===== src/rtl/sfx_pkg.sv =====
// sfx_pkg: shared constants, state encoding and the default tone table
// for the sound-effect tone sequencer.
package sfx_pkg;

  localparam int NUM_EVENTS_DEF = 4;
  localparam int TICK_DIV_DEF   = 50_000;  // CLOCK_50 cycles per 1 ms
  localparam int GAP_MS_DEF     = 5;
  localparam int DUR_W_DEF      = 8;
  localparam int HP_W           = 20;
  localparam int ID_W           = 2;

  localparam logic [ID_W-1:0] ID_WALL   = 2'd0;
  localparam logic [ID_W-1:0] ID_BLOCK  = 2'd1;
  localparam logic [ID_W-1:0] ID_FIRE   = 2'd2;
  localparam logic [ID_W-1:0] ID_REWARD = 2'd3;

  typedef enum logic [1:0] {
    IDLE = 2'd0,
    PLAY = 2'd1,
    GAP  = 2'd2
  } state_t;

  // Oscillator half-wavelength in CLOCK_50 cycles for each event.
  function automatic logic [HP_W-1:0] tone_half_period(input logic [ID_W-1:0] id);
    case (id)
      ID_WALL:   return 20'd56_818;  // 440 Hz
      ID_BLOCK:  return 20'd31_250;  // 800 Hz
      ID_FIRE:   return 20'd25_000;  // 1 kHz
      ID_REWARD: return 20'd20_833;  // 1.2 kHz
      default:   return '0;
    endcase
  endfunction

  // Tone length in ms for each event; 0 is played as 1 ms by the sequencer.
  function automatic logic [7:0] tone_duration_ms(input logic [ID_W-1:0] id);
    case (id)
      ID_WALL:   return 8'd100;
      ID_BLOCK:  return 8'd60;
      ID_FIRE:   return 8'd30;
      ID_REWARD: return 8'd150;
      default:   return 8'd1;
    endcase
  endfunction

endpackage


===== src/rtl/sfx_tone_sequencer_ms_timer.sv =====
// sfx_ms_timer: ms prescaler plus ms counter. restart_i zeroes both so the
// next interval starts on an exact ms boundary. done_o flags that the ms in
// progress is the last one of a load_i-ms interval; the interval ends on the
// ms_tick_o that coincides with done_o.
module sfx_ms_timer
  import sfx_pkg::*;
#(
  parameter int TICK_DIV = TICK_DIV_DEF,
  parameter int CNT_W    = DUR_W_DEF
) (
  input  logic             CLOCK_50,
  input  logic             reset,
  input  logic             restart_i,
  input  logic [CNT_W-1:0] load_i,
  output logic             ms_tick_o,
  output logic             done_o
);

  localparam int PRESC_W = (TICK_DIV > 1) ? $clog2(TICK_DIV) : 1;

  logic [PRESC_W-1:0] presc_q;
  logic [CNT_W-1:0]   cnt_q;

  assign ms_tick_o = (presc_q == PRESC_W'(TICK_DIV - 1));
  assign done_o    = ((cnt_q + CNT_W'(1)) == load_i);

  // Prescaler wraps every TICK_DIV cycles and advances the ms counter.
  // NOTE: sequential state uses <= so every flop samples pre-edge values.
  always_ff @(posedge CLOCK_50) begin
    if (reset || restart_i) begin
      presc_q <= '0;
      cnt_q   <= '0;
    end else if (ms_tick_o) begin
      presc_q <= '0;
      cnt_q   <= cnt_q + CNT_W'(1);
    end else begin
      presc_q <= presc_q + PRESC_W'(1);
    end
  end

endmodule


===== src/rtl/sfx_tone_sequencer.sv =====
// sfx_tone_sequencer: latches sound-effect request pulses, grants them one
// at a time by fixed priority (index 0 highest) and drives the square-wave
// oscillator with the granted tone, followed by a silent gap.
// Optional build macro SFX_PREEMPT_EN: a higher-priority pending request
// aborts a tone in progress (never a gap) and starts immediately.
module sfx_tone_sequencer
  import sfx_pkg::*;
#(
  parameter int NUM_EVENTS = NUM_EVENTS_DEF,
  parameter int TICK_DIV   = TICK_DIV_DEF,
  parameter int GAP_MS     = GAP_MS_DEF,
  parameter int DUR_W      = DUR_W_DEF
) (
  input  logic                  CLOCK_50,
  input  logic                  reset,
  input  logic [NUM_EVENTS-1:0] req,
  output logic [HP_W-1:0]       half_period,
  output logic                  tone_on,
  output logic                  osc_restart,
  output logic                  busy,
  output logic [ID_W-1:0]       active_id,
  output logic [NUM_EVENTS-1:0] pending
);

  state_t                state_q, state_d;
  logic [NUM_EVENTS-1:0] pending_q, pending_d;
  logic [HP_W-1:0]       hp_q, hp_d;
  logic [ID_W-1:0]       id_q, id_d;
  logic [DUR_W-1:0]      dur_q, dur_d;
  logic                  restart_q, restart_d;

  logic [NUM_EVENTS-1:0] clear_mask;
  logic [ID_W-1:0]       grant_id;
  logic                  grant_vld;
  logic                  preempt;
  logic                  do_grant;
  logic [DUR_W-1:0]      dur_raw;
  logic                  tmr_restart, tmr_tick, tmr_last;
  logic [DUR_W-1:0]      tmr_load;

  // Priority encoder: lowest set pending index wins.
  always_comb begin
    grant_id  = '0;
    grant_vld = 1'b0;
    for (int i = NUM_EVENTS - 1; i >= 0; i--) begin
      if (pending_q[i]) begin
        grant_id  = ID_W'(i);
        grant_vld = 1'b1;
      end
    end
  end

`ifdef SFX_PREEMPT_EN
  assign preempt = grant_vld && (grant_id < id_q);
`else
  assign preempt = 1'b0;
`endif

  assign dur_raw  = DUR_W'(tone_duration_ms(grant_id));
  assign tmr_load = (state_q == GAP) ? DUR_W'(GAP_MS) : dur_q;

  sfx_ms_timer #(
    .TICK_DIV (TICK_DIV),
    .CNT_W    (DUR_W)
  ) u_ms_timer (
    .CLOCK_50  (CLOCK_50),
    .reset     (reset),
    .restart_i (tmr_restart),
    .load_i    (tmr_load),
    .ms_tick_o (tmr_tick),
    .done_o    (tmr_last)
  );

  // Next-state, grant and request-latch logic.
  // NOTE: every output of this block gets a default first so no latch is inferred.
  always_comb begin
    state_d     = state_q;
    hp_d        = hp_q;
    id_d        = id_q;
    dur_d       = dur_q;
    restart_d   = 1'b0;
    clear_mask  = '0;
    tmr_restart = 1'b0;
    do_grant    = 1'b0;

    case (state_q)
      IDLE: do_grant = grant_vld;
      PLAY: begin
        if (preempt) begin
          do_grant = 1'b1;
        end else if (tmr_tick && tmr_last) begin
          state_d     = GAP;
          hp_d        = '0;
          tmr_restart = 1'b1;
        end
      end
      GAP: begin
        if (tmr_tick && tmr_last) begin
          state_d     = IDLE;
          tmr_restart = 1'b1;
        end
      end
      default: state_d = IDLE;
    endcase

    if (do_grant) begin
      state_d     = PLAY;
      hp_d        = tone_half_period(grant_id);
      id_d        = grant_id;
      dur_d       = (dur_raw == '0) ? DUR_W'(1) : dur_raw;
      restart_d   = 1'b1;
      clear_mask  = NUM_EVENTS'(1) << grant_id;
      tmr_restart = 1'b1;
    end

    pending_d = (pending_q | req) & ~clear_mask;
  end

  // State and output registers; reset drops all pending requests.
  always_ff @(posedge CLOCK_50) begin
    if (reset) begin
      state_q   <= IDLE;
      pending_q <= '0;
      hp_q      <= '0;
      id_q      <= '0;
      dur_q     <= '0;
      restart_q <= 1'b0;
    end else begin
      state_q   <= state_d;
      pending_q <= pending_d;
      hp_q      <= hp_d;
      id_q      <= id_d;
      dur_q     <= dur_d;
      restart_q <= restart_d;
    end
  end

  assign half_period = hp_q;
  assign tone_on     = (state_q == PLAY);
  assign busy        = (state_q != IDLE);
  assign osc_restart = restart_q;
  assign active_id   = id_q;
  assign pending     = pending_q;

endmodule


===== config.mk =====
export PLATFORM = sky130hd
export DESIGN_NAME = sfx_tone_sequencer
export DESIGN_NICKNAME = d
export VERILOG_FILES = /design/src/rtl/sfx_pkg.sv /design/src/rtl/sfx_tone_sequencer_ms_timer.sv /design/src/rtl/sfx_tone_sequencer.sv
export SDC_FILE = /design/constraint.sdc
export NUM_CORES = 1
export LEC_CHECK = 0
export ABC_AREA = 1
export CAP_MARGIN = 20
export CORE_MARGIN = 3
export CORE_UTILIZATION = 55
export DETAILED_ROUTE_END_ITERATION = 6
export DONT_BUFFER_PORTS = 1
export GPL_ROUTABILITY_DRIVEN = 0
export PLACE_DENSITY = 0.66
export SYNTH_ARGS = -nofsm -noshare
export SYNTH_HDL_FRONTEND = slang
export SYNTH_SLANG_ARGS = --single-unit

===== constraint.sdc =====
create_clock -name CLOCK_50 -period 5.75 [get_ports CLOCK_50]
set_input_delay 0.575 -clock CLOCK_50 [delete_from_list [all_inputs] [get_ports CLOCK_50]]
set_output_delay 0.575 -clock CLOCK_50 [all_outputs]
set_load 0.1 [all_outputs]

* Yosys cells after proc, flatten, opt, wreduce, memory -nomap -nowiden *
Index checks and enable logic that the tools add are counted.

operators by class
  add/sub/neg operators = 2
  equal/unequal tests = 12
  shifts and indexed selects = 1
  multiplexer cells = 25
  bitwise logic cells = 4
  reduce and logical (&&, ||, !) cells = 14

operator list
  operator                                                                  count
  20-bit case mux with 4 select lines                                       1
  20-bit 2-to-1 mux                                                         3
  8-bit case mux with 4 select lines                                        1
  16-bit by 1-bit adder with 16-bit output (second input constant)          1
  16-bit == test (second input constant)                                    1
  8-bit 2-to-1 mux                                                          2
  2-bit 2-to-1 mux                                                          6
  1-bit 2-to-1 mux                                                          10
  8-bit by 1-bit adder with 8-bit output (second input constant)            1
  8-bit == test                                                             1
  8-bit logical NOT                                                         1
  2-bit == test (second input constant)                                     3
  2-bit case mux with 3 select lines                                        1
  3-bit AND reduction                                                       2
  2-bit nonzero test                                                        3
  2-bit OR reduction                                                        3
  4-bit AND                                                                 1
  2-bit by 1-bit == test with 1-bit output (second input constant)          2
  2-bit logical NOT                                                         2
  4-bit 2-to-1 mux                                                          1
  2-bit by 1-bit inequality test with 1-bit output (second input constant)  2
  4-bit NOT                                                                 1
  4-bit OR                                                                  1
  1-bit by 2-bit left shift with 4-bit output (first input constant)        1
  7 further kinds                                                           7

word-level totals
  register bits after elaboration = 61
  input port bits = 6
  output and inout port bits = 29
  logic and storage cells = 67

* Longest topological paths before layout *
Gate-level depths: netlist (run 1).

  depth after elaboration = 9
  mapped depth = 14
  gate-level depth less buffers = 14

* Hierarchy *
Synthesis (run 1) repeated with hierarchy kept, for this count alone.

unflattened totals
  cell total of the unflattened synthesis = 386
  area total of the unflattened synthesis = 2755.1 um2

by module, submodules not included
  module              times used  cells each  area an instance (um2)  sequential area each (um2)
  sfx_ms_timer        1           212         1437.6                  480.5
  sfx_tone_sequencer  1           174         1317.5                  540.5

* Least setup slack after synthesis (run 1) *
No wires, ideal clock.

  kind = register to register
  start = reg pending_q[3], in the netlist pending[3]
  end = reg hp_q[11], in the netlist half_period[11]
  library setup time = 0.132 ns
  arrival = 2.073 ns
  data required time = 5.618 ns
  path slack = 3.544 ns
  cell stages (with the launch flop) = 7
  path buffers = 0
  period minus slack after synthesis = 2.206 ns
  cell sequence = dfxtp_1 > nor2_1 > nor3_1 > inv_1 > ha_1 > o21ai_0 > a21oi_1

between the ends
  cells in the longest elaborated chain, start to end = 7
  elaborated cells on any way between the ends = 18
  classes of those cells = 3 x eq/ne; 11 x mux; 4 x reduce/logical

RTL lines
  element                                      RTL line                   RTL
  from (decl)                                  sfx_tone_sequencer.sv:26   logic [NUM_EVENTS-1:0] pending_q, pending_d;
  from (signal assigned)                       sfx_tone_sequencer.sv:130  pending_q <= pending_d;
  2-bit 2-to-1 mux (*) (4 in a row)            sfx_tone_sequencer.sv:46   if (pending_q[i]) begin
  via grant_id[1]                              sfx_tone_sequencer.sv:33   logic [ID_W-1:0] grant_id;
  2-bit == test, or another cell as far along  sfx_pkg.sv:25              case (id)
  20-bit case mux with 4 select lines (*)      sfx_pkg.sv:25
  20-bit 2-to-1 mux (*)                        sfx_tone_sequencer.sv:106  if (do_grant) begin
  to (signal assigned)                         sfx_tone_sequencer.sv:131  hp_q <= hp_d;
  to (decl)                                    sfx_tone_sequencer.sv:27   logic [HP_W-1:0] hp_q, hp_d;

The timed path passes the listed nets; every way through them passes the cells marked *. The select of a mux whose other input is x is not followed.
A chain may end at the register's enable or synchronous reset.

* Final worst setup path (run 1) *
  start = reg pending_q[2], in the netlist pending[2]
  end = reg u_ms_timer.presc_q[14]

between the ends
  cells in the longest elaborated chain, start to end = 7

RTL lines
  element                        RTL line                           RTL
  1-bit 2-to-1 mux (3 in a row)  sfx_tone_sequencer.sv:46
  1-bit 2-to-1 mux               --
  1-bit 2-to-1 mux               sfx_tone_sequencer.sv:106
  1-bit logical OR               sfx_tone_sequencer_ms_timer.sv:30  if (reset || restart_i) begin
  2-bit OR reduction (no line)   --
  to (signal assigned)           sfx_tone_sequencer_ms_timer.sv:37  presc_q <= presc_q + PRESC_W'(1);
  to (decl)                      sfx_tone_sequencer_ms_timer.sv:21  logic [PRESC_W-1:0] presc_q;

No other way between the ends.

==> flow_summary.html, run 1 <==
<table>
<tr><th>Metric</th><th>Value</th></tr>
<tr><th colspan="2">Yosys</th></tr>
<tr><td>Top-area cell type share of the netlist area</td><td>38.1%</td></tr>
<tr><td>Post-synth top flop</td><td>sky130_fd_sc_hd__dfxtp_1</td></tr>
<tr><td>Synthesized area</td><td>0.00268 mm2</td></tr>
<tr><td>Async set-reset flop share out of synthesis</td><td>0%</td></tr>
<tr><td>Synth area leaders</td><td>sky130_fd_sc_hd__dfxtp_1, sky130_fd_sc_hd__nand2_1, sky130_fd_sc_hd__inv_1, sky130_fd_sc_hd__ha_1, sky130_fd_sc_hd__nand3_1</td></tr>
<tr><td>EDFF count, synth</td><td>0</td></tr>
<tr><td>Number of instances in the synthesized netlist</td><td>364</td></tr>
<tr><td>Share of the yosys chip area belonging to registers</td><td>38.1%</td></tr>
<tr><td>Total of flip-flops plus latches after synthesis</td><td>51</td></tr>
<tr><td>Commonest cells in the synthesized netlist</td><td>sky130_fd_sc_hd__nand2_1, sky130_fd_sc_hd__dfxtp_1, sky130_fd_sc_hd__inv_1</td></tr>
<tr><td>Cell taking the most area after synthesis</td><td>sky130_fd_sc_hd__dfxtp_1</td></tr>
<tr><td>Most instantiated library cell after synthesis</td><td>sky130_fd_sc_hd__nand2_1</td></tr>
<tr><td>Synthesized area per cell</td><td>7.37 um2</td></tr>
<tr><td>Count of cell types in the netlist</td><td>41</td></tr>
<tr><td>Count of yosys warnings during synthesis</td><td>0</td></tr>
<tr><th colspan="2">Placed design</th></tr>
<tr><td>Number of buffers added on ports</td><td>0</td></tr>
<tr><td>Hpwl dp</td><td>3.80 mm</td></tr>
<tr><th colspan="2">Global route</th></tr>
<tr><td>Overall overflow remaining after global route</td><td>0</td></tr>
<tr><td>Via count of the first global-routing pass</td><td>1984</td></tr>
<tr><td>Antenna violations before repair</td><td>0</td></tr>
<tr><td>First-pass GRT wire length</td><td>8.78 mm</td></tr>
<tr><td>Global routing usage summed across all routing layers</td><td>20.0%</td></tr>
<tr><td>Global routing met2 resource utilization</td><td>31.7%</td></tr>
<tr><td>Pin count of the biggest net entering global routing</td><td>17</td></tr>
<tr><td>Peak-usage layer in the global routing report</td><td>met2</td></tr>
<tr><td>Fraction of met3 tracks used by global routing</td><td>6.07%</td></tr>
<tr><td>Met1 Use GR</td><td>25.7%</td></tr>
<tr><th colspan="2">Die</th></tr>
<tr><td>Area of the core</td><td>0.00453 mm2</td></tr>
<tr><td>Vertical die dimension</td><td>75.8 um</td></tr>
<tr><td>Top-Level Pins</td><td>35</td></tr>
<tr><td>Die outline width</td><td>75.8 um</td></tr>
<tr><td>Total die area</td><td>0.00575 mm2</td></tr>
<tr><td>Std-Cell Rows</td><td>24</td></tr>
<tr><td>Initial standard-cell utilization of the core</td><td>59.2%</td></tr>
<tr><th colspan="2">Worst setup path</th></tr>
<tr><td>Reg-to-reg slack, setup</td><td>3.17 ns</td></tr>
<tr><td>Slowest stage cell, crit path</td><td>sky130_fd_sc_hd__dfxtp_1</td></tr>
<tr><td>Classification of the worst setup path</td><td>reg -&gt; reg</td></tr>
<tr><td>Endpoint required time on the critical path</td><td>5.98 ns</td></tr>
<tr><td>R2R Path End</td><td>u_ms_timer.presc_q[14]</td></tr>
<tr><td>Critical Path Max Stage Delay</td><td>0.67 ns</td></tr>
<tr><td>Worst Setup End Kind</td><td>flip-flop</td></tr>
<tr><td>Critical-path cell list</td><td>nor2_1, nand2_1, nand2_1, inv_1, nor2_2, nand3_4, nor3_1</td></tr>
<tr><td>Highest net fanout along the worst path</td><td>16</td></tr>
<tr><td>Cells on worst reg2reg path</td><td>7</td></tr>
<tr><td>Most frequent cell on the critical path</td><td>sky130_fd_sc_hd__nand2_1</td></tr>
<tr><td>FF-to-FF Start</td><td>pending[2]</td></tr>
<tr><td>Critical path data arrival time</td><td>2.81 ns</td></tr>
<tr><td>Setup crit start kind</td><td>flip-flop</td></tr>
<tr><th colspan="2">Run</th></tr>
<tr><td>Max-cap violation count</td><td>0</td></tr>
<tr><th colspan="2">Route</th></tr>
<tr><td>Per-cell routed wire length</td><td>11.9 um</td></tr>
<tr><td>Detailed-route via count</td><td>2137</td></tr>
<tr><td>Number of design rule violations left after detail routing</td><td>0</td></tr>
<tr><td>Wire length reported by the detailed router</td><td>5.09 mm</td></tr>
<tr><td>Post-DRT Antenna Nets</td><td>0</td></tr>
<tr><td>Vias/cell</td><td>5.02</td></tr>
<tr><td>Violation count after the first detailed-routing iteration</td><td>79</td></tr>
<tr><td>Count of TritonRoute iterations in the first routing pass</td><td>6</td></tr>
<tr><th colspan="2">Clock network</th></tr>
<tr><td>H-tree level count</td><td>2</td></tr>
<tr><td>Post-CTS Hold Buffers</td><td>0</td></tr>
<tr><td>Clock tree from TritonCTS</td><td>built</td></tr>
<tr><td>Num CTS Buffers</td><td>5</td></tr>
<tr><td>Clk sink count</td><td>51</td></tr>
<tr><td>Maximum clock insertion buffer count</td><td>2</td></tr>
<tr><td>CTS-repair resized insts</td><td>0</td></tr>
<tr><td>Clock-pin slew reported for the worst setup and hold paths after clock tree synthesis</td><td>0.09 ns</td></tr>
<tr><td>Worst-Skew Late Latency</td><td>0.31 ns</td></tr>
<tr><td>Post-CTS setup repair buffer count</td><td>0</td></tr>
<tr><td>Buffer cell driving the clock tree root</td><td>sky130_fd_sc_hd__clkbuf_8</td></tr>
<tr><th colspan="2">Status</th></tr>
<tr><td>Run status</td><td>finished clean</td></tr>
<tr><th colspan="2">Timing</th></tr>
<tr><td>Setup repair after global routing missed its margin</td><td>no</td></tr>
<tr><td>Final hold violations</td><td>0</td></tr>
<tr><td>Max frequency</td><td>388 MHz</td></tr>
<tr><td>Final Max Tran Viols</td><td>0</td></tr>
<tr><td>Worst-case headroom to the max-slew limit</td><td>24.7%</td></tr>
<tr><td>Setup violation total in the final timing report</td><td>0</td></tr>
<tr><td>Share of the cycle needed by the critical path after routing</td><td>44.8%</td></tr>
<tr><td>Final critical-path required period</td><td>2.58 ns</td></tr>
<tr><td>Final worst clock skew</td><td>0.00797 ns</td></tr>
<tr><td>Post-route setup TNS</td><td>0 ns</td></tr>
<tr><td>Transition time at the pin with the least slew margin</td><td>1.13 ns</td></tr>
<tr><th colspan="2">Final layout</th></tr>
<tr><td>Final antenna diode count</td><td>0</td></tr>
<tr><td>Synthesis-to-layout area growth</td><td>2.99%</td></tr>
<tr><td>Share of the core filled with cells</td><td>60.9%</td></tr>
<tr><td>Number of nets in the layout</td><td>380</td></tr>
<tr><td>Share of cells above drive strength 1</td><td>11.1%</td></tr>
<tr><th colspan="2">Worst hold path</th></tr>
<tr><td>HP Start</td><td>reset</td></tr>
<tr><td>Hold Path Sink</td><td>half_period[11]</td></tr>
<tr><td>Hold Path Class</td><td>in -&gt; reg</td></tr>
<tr><td>Hold-critical path depth</td><td>1</td></tr>
<tr><th colspan="2">Power and ir drop</th></tr>
<tr><td>Worst IR Drop VDD</td><td>0.372 mV</td></tr>
<tr><td>Power per cell area</td><td>438 mW/mm2</td></tr>
<tr><td>Leakage</td><td>1.08 nW</td></tr>
</table>
==> cells in the final DEF (no fill, tap or decap), types with 2 or more instances in the layout <==
cell type,Yosys,layout
sky130_fd_sc_hd__clkbuf_8,0,5
sky130_fd_sc_hd__ha_1,14,14
sky130_fd_sc_hd__dfxtp_1,51,48
sky130_fd_sc_hd__conb_1,1,5
sky130_fd_sc_hd__xor2_1,4,4
sky130_fd_sc_hd__o22ai_1,2,2
sky130_fd_sc_hd__nand4_1,5,5
sky130_fd_sc_hd__nor2_1,28,28
sky130_fd_sc_hd__inv_2,2,2
sky130_fd_sc_hd__nand2_1,86,86
sky130_fd_sc_hd__nand3b_1,2,2
sky130_fd_sc_hd__nor3b_1,2,2
sky130_fd_sc_hd__inv_1,48,48
sky130_fd_sc_hd__o21ai_1,2,2
sky130_fd_sc_hd__nor4_1,3,3
sky130_fd_sc_hd__nor3_1,6,6
sky130_fd_sc_hd__o21ai_0,6,6
sky130_fd_sc_hd__nand2_2,5,5
sky130_fd_sc_hd__a21oi_2,2,2
sky130_fd_sc_hd__dfxtp_2,0,2
sky130_fd_sc_hd__a21oi_1,23,23
sky130_fd_sc_hd__nor3_2,2,2
sky130_fd_sc_hd__nand3_1,28,28
sky130_fd_sc_hd__nor2_2,11,11
sky130_fd_sc_hd__a31oi_1,2,2
sky130_fd_sc_hd__o211ai_1,2,2
==> worst max-delay path, delay by kind of cell, from the launching register on <==
kind | cells | cell delay (ns)
AND/OR/NAND/NOR | 6 | 1.56
flip-flops | 1 | 0.67
buffers and inverters | 1 | 0.27
==> sequential cells by signal, summed over array words and instances, names as in the netlist <==
name and cells:
osc_restart 1, u_ms_timer.presc_q 16, state_q 2, half_period 11, dur_q 7, u_ms_timer.cnt_q 8, active_id 2, pending 4
==> report_power, final <==
group	total [mW]	leakage [nW]	switching, mW	internal (mW)
Clock	0.208	0.0418	0.120	0.0875
Combinational	0.275	0.620	0.205	0.0702
Sequential	0.728	0.418	0.323	0.406
==> per-stage QoR <==
stage                     hold slack [ns]  total power, mW  setup WS [ns]  area [um2]  std cells
final                               0.312             1.21           3.17        2760        426
after global routing                0.297             1.27           2.90        2760        426
after CTS                           0.299             1.22           3.14        2760        426
after detailed placement            0.445             1.01           3.16        2670        418
after global placement              0.450             1.01           3.25        2670        418
after floorplan                     0.428            0.977           3.54        2700        368
==> worst max path at each step <==
stage / endpoint / start
after global routing: u_ms_timer.presc_q[5] / pending[3]
after detailed placement: u_ms_timer.presc_q[10] / pending[2]
final: u_ms_timer.presc_q[14] / pending[2]
after floorplan: half_period[11] / pending[3]
after global placement: u_ms_timer.presc_q[11] / pending[2]
after CTS: u_ms_timer.presc_q[11] / pending[2]
==> cell families after synthesis <==
group | count (synthesis) | share of synthesized area [%]
buffers and inverters | 65 | 11.1
xor gates and xnor gates | 5 | 1.63
and+or+nand+nor | 185 | 33.3
AOI/OAI and AO/OA | 43 | 9.19
other | 1 | 0.140
adders and majority gates | 14 | 6.53
DFF | 51 | 38.1
==> per-layer routing <==
metal / vias up / part of all wire, %
li1: 1145 / -
met3: 7 / 5.9
met5: - / 0
met4: 0 / 1.6
met1: 938 / 47
met2: 47 / 46
==> final cells by class <==
class | instances | area [um2]
clock buffers | 6 | 72.6
clock inverters | 2 | 16.3
fillers | 399 | 1770
inverters | 50 | 188
multi-input cells | 252 | 1380
flip-flops and latches | 51 | 1030
well taps | 65 | 81.3
Power figures use the tool's default switching activity.
==> inputs of run 2 (changes only) <==
--- a/config.mk
+++ b/config.mk
@@ -5,7 +5,7 @@
 export SDC_FILE = /design/constraint.sdc
 export NUM_CORES = 1
 export LEC_CHECK = 0
-export ABC_AREA = 1
+export ABC_AREA = 0
 export CAP_MARGIN = 20
 export CORE_MARGIN = 3
 export CORE_UTILIZATION = 55
==> constraint.sdc (replaced) <==
create_clock -name CLOCK_50 -period 2.7 [get_ports CLOCK_50]
set_input_delay 0.27 -clock CLOCK_50 [delete_from_list [all_inputs] [get_ports CLOCK_50]]
set_output_delay 0.27 -clock CLOCK_50 [all_outputs]
set_load 0.1 [all_outputs]
==> run 2 against run 1 <==
Hold slack lost 0.28 ns. Maximum frequency grew 12%. Synthesized cell count shrank 24%. Via count shrank 14%. Sequential cell count is the same. Register-to-register slack lost 2.8 ns. Area after synthesis shrank 6.3%. Wire length shrank 6.5%. Worst setup slack lost 2.8 ns. Critical path depth grew 1. Cell count shrank 22%. Largest cell class unchanged. Largest power group unchanged. Highest routed layer unchanged.
==> flow_summary.html, run 2 <==
<table>
<tr><th>Metric</th><th>Value</th></tr>
<tr><th colspan="2">Status</th></tr>
<tr><td>Run status</td><td>finished clean</td></tr>
<tr><th colspan="2">Power and ir drop</th></tr>
<tr><td>Switching part of the total</td><td>51.0%</td></tr>
<tr><td>Leakage</td><td>1.03 nW</td></tr>
<tr><td>Proportion of power drawn by the clock network</td><td>19.2%</td></tr>
<tr><td>Power per cell area</td><td>1060 mW/mm2</td></tr>
<tr><td>Worst IR Drop VDD</td><td>0.888 mV</td></tr>
<tr><td>Switching power</td><td>1.45 mW</td></tr>
<tr><td>Sequential share of power</td><td>52.0%</td></tr>
<tr><td>Total power draw</td><td>2.84 mW</td></tr>
<tr><td>Internal power</td><td>1.39 mW</td></tr>
<tr><td>Combinational fraction of design power</td><td>28.9%</td></tr>
<tr><th colspan="2">Worst setup path</th></tr>
<tr><td>Most frequent cell on the critical path</td><td>sky130_fd_sc_hd__xnor2_1</td></tr>
<tr><td>FF-to-FF Start</td><td>state_q[0]</td></tr>
<tr><td>Critical-path cell list</td><td>inv_1, ha_1, nand2b_1, xnor2_1, xnor2_1, nor3b_2, a31oi_4, a22o_1</td></tr>
<tr><td>Slowest stage cell, crit path</td><td>sky130_fd_sc_hd__nor3b_2</td></tr>
<tr><td>Critical Path Max Stage Delay</td><td>0.39 ns</td></tr>
<tr><td>Worst setup path endpoint</td><td>half_period[13]</td></tr>
<tr><td>Classification of the worst setup path</td><td>reg -&gt; reg</td></tr>
<tr><td>Highest net fanout along the worst path</td><td>10</td></tr>
<tr><td>Endpoint required time on the critical path</td><td>2.89 ns</td></tr>
<tr><td>Family of cells with the greatest summed delay on the critical path</td><td>simple AND/OR/NAND/NOR gates</td></tr>
<tr><td>Setup crit start kind</td><td>flip-flop</td></tr>
<tr><td>Worst Setup End Kind</td><td>flip-flop</td></tr>
<tr><td>Cells on worst reg2reg path</td><td>8</td></tr>
<tr><td>Worst Setup SP</td><td>state_q[0]</td></tr>
<tr><td>Critical path buffer and inverter count</td><td>1</td></tr>
<tr><td>R2R Path End</td><td>half_period[13]</td></tr>
<tr><td>Critical path data arrival time</td><td>2.49 ns</td></tr>
<tr><td>Reg-to-reg slack, setup</td><td>0.41 ns</td></tr>
<tr><td>Critical Path Stages</td><td>8</td></tr>
<tr><th colspan="2">Clock network</th></tr>
<tr><td>Post-CTS Hold Buffers</td><td>0</td></tr>
<tr><td>Buffer cell driving the clock tree root</td><td>sky130_fd_sc_hd__clkbuf_8</td></tr>
<tr><td>Clock-pin slew reported for the worst setup and hold paths after clock tree synthesis</td><td>0.09 ns</td></tr>
<tr><td>Clk sink count</td><td>51</td></tr>
<tr><td>CTS-repair resized insts</td><td>0</td></tr>
<tr><td>Clock tree from TritonCTS</td><td>built</td></tr>
<tr><td>H-tree level count</td><td>2</td></tr>
<tr><td>Post-CTS setup repair buffer count</td><td>0</td></tr>
<tr><td>Worst-Skew Late Latency</td><td>0.30 ns</td></tr>
<tr><td>Maximum clock insertion buffer count</td><td>2</td></tr>
<tr><td>Num CTS Buffers</td><td>5</td></tr>
<tr><th colspan="2">Final layout</th></tr>
<tr><td>Fill cells</td><td>377</td></tr>
<tr><td>Synthesis-to-layout area growth</td><td>7.07%</td></tr>
<tr><td>Number of nets in the layout</td><td>303</td></tr>
<tr><td>Share of the core filled with cells</td><td>64.0%</td></tr>
<tr><td>Final antenna diode count</td><td>0</td></tr>
<tr><td>Leading cell types in the layout, fill and taps excluded</td><td>sky130_fd_sc_hd__dfxtp_1, sky130_fd_sc_hd__nor2_1, sky130_fd_sc_hd__nand2_1</td></tr>
<tr><td>Max reg flops</td><td>16</td></tr>
<tr><td>Most common library cell in the layout ignoring fill and taps</td><td>sky130_fd_sc_hd__dfxtp_1</td></tr>
<tr><td>Share of cells above drive strength 1</td><td>11.3%</td></tr>
<tr><td>Final Instance Area</td><td>0.00269 mm2</td></tr>
<tr><td>Largest register by flop count</td><td>u_ms_timer.presc_q</td></tr>
<tr><th colspan="2">Placed design</th></tr>
<tr><td>Worst setup slack before clock tree synthesis</td><td>0.405 ns</td></tr>
<tr><td>Post-detailed-placement cell area</td><td>0.00257 mm2</td></tr>
<tr><td>Hpwl dp</td><td>3.56 mm</td></tr>
<tr><td>Number of buffers added on ports</td><td>0</td></tr>
<tr><th colspan="2">Yosys</th></tr>
<tr><td>EDFF count, synth</td><td>0</td></tr>
<tr><td>Synth area leaders</td><td>sky130_fd_sc_hd__dfxtp_1, sky130_fd_sc_hd__ha_1, sky130_fd_sc_hd__xor2_1, sky130_fd_sc_hd__xnor2_1, sky130_fd_sc_hd__nor2_1</td></tr>
<tr><td>Count of yosys warnings during synthesis</td><td>0</td></tr>
<tr><td>Synthesized area</td><td>0.00251 mm2</td></tr>
<tr><td>Total of flip-flops plus latches after synthesis</td><td>51</td></tr>
<tr><td>Number of instances in the synthesized netlist</td><td>278</td></tr>
<tr><td>Count of cell types in the netlist</td><td>45</td></tr>
<tr><td>Most instantiated library cell after synthesis</td><td>sky130_fd_sc_hd__dfxtp_1</td></tr>
<tr><td>Top-area cell type share of the netlist area</td><td>40.6%</td></tr>
<tr><td>Cell taking the most area after synthesis</td><td>sky130_fd_sc_hd__dfxtp_1</td></tr>
<tr><td>Synthesized area per cell</td><td>9.04 um2</td></tr>
<tr><td>Share of the yosys chip area belonging to registers</td><td>40.6%</td></tr>
<tr><td>Post-synth top flop</td><td>sky130_fd_sc_hd__dfxtp_1</td></tr>
<tr><td>Commonest cells in the synthesized netlist</td><td>sky130_fd_sc_hd__dfxtp_1, sky130_fd_sc_hd__nor2_1, sky130_fd_sc_hd__nand2_1</td></tr>
<tr><td>Async set-reset flop share out of synthesis</td><td>0%</td></tr>
<tr><th colspan="2">Timing</th></tr>
<tr><td>Final setup slack of the worst path</td><td>0.408 ns</td></tr>
<tr><td>Final Max Tran Viols</td><td>0</td></tr>
<tr><td>Final critical-path required period</td><td>2.29 ns</td></tr>
<tr><td>Final worst clock skew</td><td>0.00778 ns</td></tr>
<tr><td>Transition time at the pin with the least slew margin</td><td>1.04 ns</td></tr>
<tr><td>Worst-case headroom to the max-slew limit</td><td>30.9%</td></tr>
<tr><td>Setup violation total in the final timing report</td><td>0</td></tr>
<tr><td>Setup repair after global routing missed its margin</td><td>no</td></tr>
<tr><td>Max frequency</td><td>436 MHz</td></tr>
<tr><td>Share of the cycle needed by the critical path after routing</td><td>84.9%</td></tr>
<tr><td>Post-route setup TNS</td><td>0 ns</td></tr>
<tr><td>Final hold violations</td><td>0</td></tr>
<tr><th colspan="2">Run</th></tr>
<tr><td>Max-cap violation count</td><td>0</td></tr>
<tr><th colspan="2">Global route</th></tr>
<tr><td>Global routing usage summed across all routing layers</td><td>20.0%</td></tr>
<tr><td>Pin count of the biggest net entering global routing</td><td>17</td></tr>
<tr><td>Fraction of met3 tracks used by global routing</td><td>5.20%</td></tr>
<tr><td>Antenna violations before repair</td><td>0</td></tr>
<tr><td>Overall overflow remaining after global route</td><td>0</td></tr>
<tr><td>First-pass GRT wire length</td><td>8.45 mm</td></tr>
<tr><td>Global routing met2 resource utilization</td><td>32.5%</td></tr>
<tr><td>Met1 Use GR</td><td>25.6%</td></tr>
<tr><td>Via count of the first global-routing pass</td><td>1809</td></tr>
<tr><td>Peak-usage layer in the global routing report</td><td>met2</td></tr>
<tr><th colspan="2">Die</th></tr>
<tr><td>Initial standard-cell utilization of the core</td><td>59.8%</td></tr>
<tr><td>Vertical die dimension</td><td>73.6 um</td></tr>
<tr><td>Total die area</td><td>0.00541 mm2</td></tr>
<tr><td>Die outline width</td><td>73.6 um</td></tr>
<tr><td>Area of the core</td><td>0.00420 mm2</td></tr>
<tr><td>Std-Cell Rows</td><td>23</td></tr>
<tr><td>Top-Level Pins</td><td>35</td></tr>
<tr><th colspan="2">Worst hold path</th></tr>
<tr><td>Hold Path Class</td><td>in -&gt; reg</td></tr>
<tr><td>HP Start</td><td>reset</td></tr>
<tr><th colspan="2">Route</th></tr>
<tr><td>Count of TritonRoute iterations in the first routing pass</td><td>4</td></tr>
<tr><td>Per-cell routed wire length</td><td>14.2 um</td></tr>
<tr><td>Vias/cell</td><td>5.52</td></tr>
<tr><td>Wire length reported by the detailed router</td><td>4.76 mm</td></tr>
<tr><td>Violation count after the first detailed-routing iteration</td><td>73</td></tr>
<tr><td>Number of design rule violations left after detail routing</td><td>0</td></tr>
<tr><td>Post-DRT Antenna Nets</td><td>0</td></tr>
<tr><td>Detailed-route via count</td><td>1845</td></tr>
</table>
## run 2: cell count changes in the layout (fill, tap and decap cells not counted), sizes merged, moves of 7 or more
cell   before  now
xnor2       1   17
buf         0   10
a21oi      25    8
nand3      30   11
nand2      91   26
inv        51   11
nor3        9   16
xor2        4   18
## run 2: layout make-up
class / instances / area [um2] / area share (%)
Timing Repair Buffer: 10 / 75.1 / 2.79
Multi-Input combinational cell: 204 / 1370 / 50.8
Clock buffer: 6 / 82.6 / 3.07
Tap cell: 50 / 62.6 / 2.33
Clock inverter: 2 / 35.0 / 1.30
Sequential cell: 51 / 1030 / 38.2
Inverter: 11 / 41.3 / 1.53
## run 2: worst min path at each step
stage / depth (start not counted) / end
after CTS: 1 / half_period[14]
after floorplan: 1 / pending[3]
after detailed placement: 1 / dur_q[3]
final: 1 / dur_q[5]
after global placement: 1 / dur_q[6]
after global routing: 1 / half_period[14]
## run 2: power groups by stage
stage	clock network, mW	logic [mW]	registers [mW]
after floorplan	0	0.745	1.43
after global placement	0	0.812	1.49
after detailed placement	0	0.824	1.49
after CTS	0.559	0.825	1.48
after global routing	0.593	0.901	1.49
final	0.544	0.820	1.48
## run 2: kinds of logic (layout without fill, tap and decap cells)
kind of cell | count (synthesis) | count (layout) | synth area share [%]
AOI/OAI and AO/OA | 35 | 35 | 10.8
xor gates and xnor gates | 35 | 35 | 12.8
adders and majority gates | 14 | 14 | 6.97
buffers and inverters | 27 | 29 | 5.58
DFF | 51 | 51 | 40.6
muxes | 1 | 1 | 0.398
other | 1 | 5 | 0.149
and+or+nand+nor | 114 | 114 | 22.7
## run 2: metal layers
layer	up-vias	part of all wire (%)
met2	24	46
met1	874	49
met4	0	1.7
met5	-	0
li1	939	-
met3	8	3.8
## run 2: through the flow
step                hold slack, ns  cells
floorplan                    0.408    282
global placement             0.343    326
detailed placement           0.345    326
CTS                         0.0101    334
global route               0.00128    334
finish                      0.0272    334
## run 2: worst register-to-register path: cells and delay by family (launching register included)
| kind | cells | cell delay [ns] |
|---|---|---|
| fa+ha+maj | 1 | 0.31 |
| compound gates | 2 | 0.46 |
| simple gates | 2 | 0.59 |
| xor+xnor | 2 | 0.37 |
| buf+inv | 1 | 0.11 |
| flops | 1 | 0.36 |
